**src/rtl/fifo_arb_pkg.sv**
```systemverilog
// Shared types, default sizes and helpers for the FIFO write-side arbiter.
package fifo_arb_pkg;

  // Arbiter FSM: idle (arbitrating) or granting one producer a burst
  typedef enum logic {
    ST_IDLE  = 1'b0,
    ST_GRANT = 1'b1
  } arb_state_t;

  localparam int NREQ_DEF      = 4;
  localparam int DW_DEF        = 3;
  localparam int BURST_MAX_DEF = 4;

  // Widest requester vector supported by the helpers below
  localparam int NREQ_MAX = 8;

  // One-hot decode of a requester index; callers size-cast to their width
  function automatic logic [NREQ_MAX-1:0] onehot(input logic [2:0] idx);
    logic [NREQ_MAX-1:0] v;
    v      = '0;
    v[idx] = 1'b1;
    return v;
  endfunction

endpackage

```
**src/rtl/fifo_wr_arbiter_rr_pick.sv**
```systemverilog
// Combinational round-robin picker: first asserted request scanning
// last+1, last+2, ... modulo NREQ. Kept generic so the read-side
// scheduler can reuse it.
module rr_pick
  import fifo_arb_pkg::*;
#(
  parameter int NREQ = NREQ_DEF
) (
  input  logic [NREQ-1:0]         req,
  input  logic [$clog2(NREQ)-1:0] last,
  output logic [$clog2(NREQ)-1:0] winner,
  output logic                    valid
);

  localparam int LW = $clog2(NREQ);

  // w_cand[k] is the index examined at priority position k (0 = highest)
  logic [LW-1:0]   w_cand [NREQ];
  logic [NREQ-1:0] w_hit;

  genvar gi;
  generate
    for (gi = 0; gi < NREQ; gi++) begin : g_cand
      localparam int OFS = gi + 1;
      assign w_cand[gi] = LW'((int'(last) + OFS) % NREQ);
      assign w_hit[gi]  = req[w_cand[gi]];
    end
  endgenerate

  // Priority select: scanning from lowest priority up lets the highest win
  always_comb begin
    winner = '0;
    valid  = 1'b0;
    for (int k = NREQ - 1; k >= 0; k--) begin
      if (w_hit[k]) begin
        winner = w_cand[k];
        valid  = 1'b1;
      end
    end
  end

endmodule

```
**src/rtl/fifo_wr_arbiter.sv**
```systemverilog
// Round-robin arbiter sharing the single FIFO write port among NREQ
// producers. One producer owns the port for at most BURST_MAX beats;
// fifo_full stalls the owner without releasing it.
module fifo_wr_arbiter
  import fifo_arb_pkg::*;
#(
  parameter int NREQ      = NREQ_DEF,
  parameter int DW        = DW_DEF,
  parameter int BURST_MAX = BURST_MAX_DEF
) (
  input  logic               clk,
  input  logic               rst,
  input  logic [NREQ-1:0]    req,
  input  logic [NREQ*DW-1:0] din,
  output logic [NREQ-1:0]    gnt,
  output logic [NREQ-1:0]    ack,
  input  logic               fifo_full,
  output logic               fifo_wen,
  output logic [DW-1:0]      fifo_din,
  output logic               busy
);

  localparam int         LW         = $clog2(NREQ);
  localparam logic [3:0] BURST_LAST = 4'(BURST_MAX);

  arb_state_t      r_state,    w_state_next;
  logic [LW-1:0]   r_owner,    w_owner_next;
  logic [LW-1:0]   r_last,     w_last_next;
  logic [3:0]      r_beat_cnt, w_beat_cnt_next;
  logic [NREQ-1:0] r_gnt,      w_gnt_next;

  logic [LW-1:0]   w_winner;
  logic            w_win_valid;
  logic            w_granting;
  logic            w_beat_ok;
  logic [DW-1:0]   w_din_arr [NREQ];

  // Unpack the flat producer data bus into one word per requester
  genvar gi;
  generate
    for (gi = 0; gi < NREQ; gi++) begin : g_din
      assign w_din_arr[gi] = din[gi*DW +: DW];
    end
  endgenerate

  rr_pick #(
    .NREQ (NREQ)
  ) u_pick (
    .req    (req),
    .last   (r_last),
    .winner (w_winner),
    .valid  (w_win_valid)
  );

  // A beat is accepted only from the owner and only while the FIFO has room
  assign w_granting = (r_state == ST_GRANT);
  assign w_beat_ok  = w_granting && req[r_owner] && !fifo_full;

  assign fifo_wen = w_beat_ok;
  assign fifo_din = w_granting ? w_din_arr[r_owner] : '0;
  assign ack      = w_beat_ok ? NREQ'(onehot(3'(r_owner))) : '0;
  assign gnt      = r_gnt;
  assign busy     = w_granting;

  // State register; reset leaves last = NREQ-1 so requester 0 wins first
  always_ff @(posedge clk or posedge rst) begin
    if (rst) begin
      r_state    <= ST_IDLE;
      r_owner    <= '0;
      r_last     <= LW'(NREQ - 1);
      r_beat_cnt <= '0;
      r_gnt      <= '0;
    end else begin
      r_state    <= w_state_next;
      r_owner    <= w_owner_next;
      r_last     <= w_last_next;
      r_beat_cnt <= w_beat_cnt_next;
      r_gnt      <= w_gnt_next;
    end
  end

  // Next-state: arbitrate in IDLE, count beats / release in GRANT
  always_comb begin
    w_state_next    = r_state;
    w_owner_next    = r_owner;
    w_last_next     = r_last;
    w_beat_cnt_next = r_beat_cnt;
    w_gnt_next      = r_gnt;
    case (r_state)
      ST_IDLE: begin
        if (w_win_valid) begin
          w_state_next    = ST_GRANT;
          w_owner_next    = w_winner;
          w_last_next     = w_winner;
          w_beat_cnt_next = '0;
          w_gnt_next      = NREQ'(onehot(3'(w_winner)));
        end
      end
      ST_GRANT: begin
        if (!req[r_owner]) begin
          // Owner has nothing more to send: give the port up
          w_state_next    = ST_IDLE;
          w_gnt_next      = '0;
          w_beat_cnt_next = '0;
        end else if (!fifo_full) begin
          if (r_beat_cnt + 4'd1 == BURST_LAST) begin
            w_state_next    = ST_IDLE;
            w_gnt_next      = '0;
            w_beat_cnt_next = '0;
          end else begin
            w_beat_cnt_next = r_beat_cnt + 4'd1;
          end
        end
        // fifo_full with a pending request: hold everything (stall)
      end
      default: begin
        w_state_next = ST_IDLE;
        w_gnt_next   = '0;
      end
    endcase
  end

endmodule
```
**config.mk**
```make
export PLATFORM = sky130hd
export DESIGN_NAME = fifo_wr_arbiter
export DESIGN_NICKNAME = d
export VERILOG_FILES = /design/src/rtl/fifo_arb_pkg.sv /design/src/rtl/fifo_wr_arbiter_rr_pick.sv /design/src/rtl/fifo_wr_arbiter.sv
export SDC_FILE = /design/constraint.sdc
export NUM_CORES = 1
export LEC_CHECK = 0
export CORE_UTILIZATION = 60
export CTS_CLUSTER_SIZE = 20
export DETAILED_ROUTE_END_ITERATION = 10
export DONT_BUFFER_PORTS = 1
export HOLD_SLACK_MARGIN = 0.03
export PLACE_DENSITY = 0.86
export REMOVE_ABC_BUFFERS = 1
export SETUP_SLACK_MARGIN = 0.3
export SYNTH_ARGS = -nofsm -noshare
export SYNTH_HDL_FRONTEND = slang
export SYNTH_SLANG_ARGS = --single-unit
```
**constraint.sdc**
```tcl
create_clock -name clk -period 4.15 [get_ports clk]
set_input_delay 0.2075 -clock clk [delete_from_list [all_inputs] [get_ports clk]]
set_output_delay 0.2075 -clock clk [all_outputs]
set_load 0.03 [all_outputs]
```
==> key figures <==
Outcome
  • Status: completed

Placement
  • IO buf count: 0
  • Placed Area: 862 µm²
  • DPL Wire Length: between 1000 and 1500 µm
  • GPL Wtd Cong: 0.851

Worst hold path
  • Worst hold-check path type: input pin to flop

STA
  • RSZ-0062 raised after global routing: no
  • Fin. Hold Viols: 0
  • Setup Skew: 8.62 ps
  • Setup TNS: 0 ps
  • Max-slew headroom: 0.371
  • Final period util: 0.637
  • Slew @ Worst Pin: 942 ps
  • Slew Viols, Final: 0
  • Min Tclk post-route: 2640 ps
  • F_max: between 300 and 400 MHz
  • # setup viols final: 0

Power
  • Power Density: 709 nW/µm²
  • Overall Power: approximately 0.64 mW
  • Sw Share: 0.483
  • Combinational share of power: 0.402
  • Reg power frac: 0.476
  • P_leak: between 0.3 and 0.4 nW
  • NetSw: 0.307 mW
  • Int Power: approximately 0.33 mW
  • Max IR drop VDD: 0.444 mV
  • Clock power share: 0.122

Run
  • Max Cap Viol: 0

Detailed routing
  • Initial drt markers: 30
  • Drt via density: between 6 and 7
  • Detailed-route DRC error count: 0
  • Vias post-DR: between 600 and 700
  • Initial DRT Pass Iterations: 4
  • Wire length per cell: 15.8 µm
  • Drt total wl: 1660 µm
  • DRT antenna net count: 0

Die
  • Core ar.: approximately 1300 µm²
  • Die Span X: 39.9 µm
  • # rows: 13
  • Top-level I/O count: 32
  • Initial core utilization: 0.652
  • Die area: 1590 µm²
  • Die H: 39.9 µm

Finish
  • Share of cells above drive strength 1: 0.122
  • # fillers: 109
  • Multi-input gate area: 493 µm²
  • N_diodes: 0
  • Final instance area: ~900 µm²
  • Storage cell area: around 330 µm²
  • Layout Area Growth over Synthesis: 4.51%
  • Nets@finish: 112

GRT
  • Initial antenna violation count: 0
  • Remaining global-route overflow: 0
  • Global Route Usage Sum: 0.236
  • Largest net degree at the start of global routing: 14
  • Vias in the first global route: 631
  • Wire length of the first global-routing pass: 2470 µm

CTS
  • H-tree lvl count: 1
  • Max Root-Sink Buffers: 2
  • Clock latency at the later pin of the worst-skew pair: about 270 ps
  • CTS sink cnt: 13
  • CTS tree: done
  • CTS buffer count: 3
  • CTS resizes: 0
  • Root buf cell: clkbuf_4
  • Clock-pin slew on the worst setup and hold paths: 70 ps

Yosys
  • Post-synth ARST share: 1.00
  • Ys Warns: 0
  • Top_reg_cell synth: dfrtp_1
  • Synth top area cells: dfrtp_1 32%, mux4_2 10%, dfstp_2 6.1%
  • Post-synthesis sequential area ratio: 0.381
  • Register bit total from synthesis: 13
  • Number of flops mapped to enable cells by yosys: 0
  • Syn Area/Cell: just under 10 µm²
  • Synth cell types: 35
  • Area leader, netlist: dfrtp_1
  • Synth Cell Area: 860 µm²
  • Yosys top cell area share: 0.320
  • Mapped Cells: 88

Critical path
  • Worst EP arrival: around 2400 ps
  • Worst Setup Start Kind: flop
  • Worst Setup End Kind: output pin
  • Worst path required time: roughly 4000 ps
  • Crit path max fanout: 9
  • Crit Path Class: flop to output pin
==> per-stage QoR <==
stage,instances,utilization,setup slack [ps],hold slack [ps]
3_5_place_dp,100,0.654,1790,142
3_3_place_gp,100,0.654,1810,142
4_1_cts,105,0.682,1490,157
6_report,105,0.682,1510,166
5_1_grt,105,0.682,1410,167
2_1_floorplan,84,-,1500,83.0
==> final timing paths <==
path	start	end	slack, ps	depth (start not counted)
min in group asynchronous	rst	gnt[2]	370	2
min	fifo_full	r_beat_cnt[2]	170	2
max reg2reg	r_beat_cnt[0]	gnt[2]	2160	6
max in group asynchronous	rst	r_last[1]	3440	2
min reg2reg	r_last[0]	r_last[0]	510	2
max	r_owner[0]	ack[0]	1510	5
==> worst max-delay path: stages (launching register included) <==
cell and delay (ps):
dfrtp_1 500, mux4_2 390, and2_4 160, nor2b_1 130, buf_4 200, nor3b_1 790
==> synth_stat cells, drive strengths merged, types with 3 or more instances <==
cell type	count
dfrtp	11
nor2	8
nand2	7
nor2b	5
o21ai	5
and2	4
inv	4
mux4	4
nand2b	4
o2bb2ai	4
clkbuf	3
==> per-layer routing <==
metal,GRT usage,up-vias,wire [µm]
met5,0,-,0
met4,0.0517,0,0
met3,0.0625,0,124
met2,0.430,35,827
met1,0.271,333,711
li1,-,328,-
==> cells by family (layout without fill, tap and decap cells) <==
kind of cell	count (synthesis)	count (layout)	synth area share
simple gates	37	37	0.233
compound gates	22	22	0.185
flops	13	13	0.381
buf+inv	8	10	0.0451
mux	5	5	0.116
fa+ha+maj	2	2	0.0291
xor+xnor	1	1	0.0102
==> power by group through the flow <==
| stage | Sequential (mW) | Combinational [mW] | Clock [mW] |
|---|---|---|---|
| after floorplan | 0.289 | 0.221 | 0 |
| after global placement | 0.302 | 0.250 | 0 |
| after detailed placement | 0.306 | 0.253 | 0 |
| after CTS | 0.303 | 0.257 | 0.0778 |
| after global routing | 0.315 | 0.283 | 0.0836 |
| final | 0.303 | 0.256 | 0.0780 |
==> layout by cell type, fill, tap and decap left out, types with 3 or more instances in the layout <==
cell       netlist  layout
nor2_1           8       8
o21ai_0          5       5
o2bb2ai_1        4       4
dfrtp_1         11      11
inv_1            4       4
nor2b_1          5       5
clkbuf_4         0       3
and2_1           3       3
nand2b_1         4       4
mux4_2           4       4
nand2_1          7       7
==> sequential cells by signal (all words and copies together) (netlist names) <==
signal,flops
busy,1
r_last,2
r_beat_cnt,4
r_owner,2
gnt,4
==> area by class of cell <==
type | count | area share
multi-input cells | 67 | 0.549
flip-flops and latches | 13 | 0.365
clock buffers | 4 | 0.0292
well taps | 15 | 0.0209
repair buffers | 2 | 0.0195
inverters | 4 | 0.0167
==> what timing repair did <==
item                                   in CTS  in global routing
hold buffers                                1                  0
endpoints found under the hold margin      11                  0
setup buffers                               0                  0
Power figures use the tool's default switching activity.
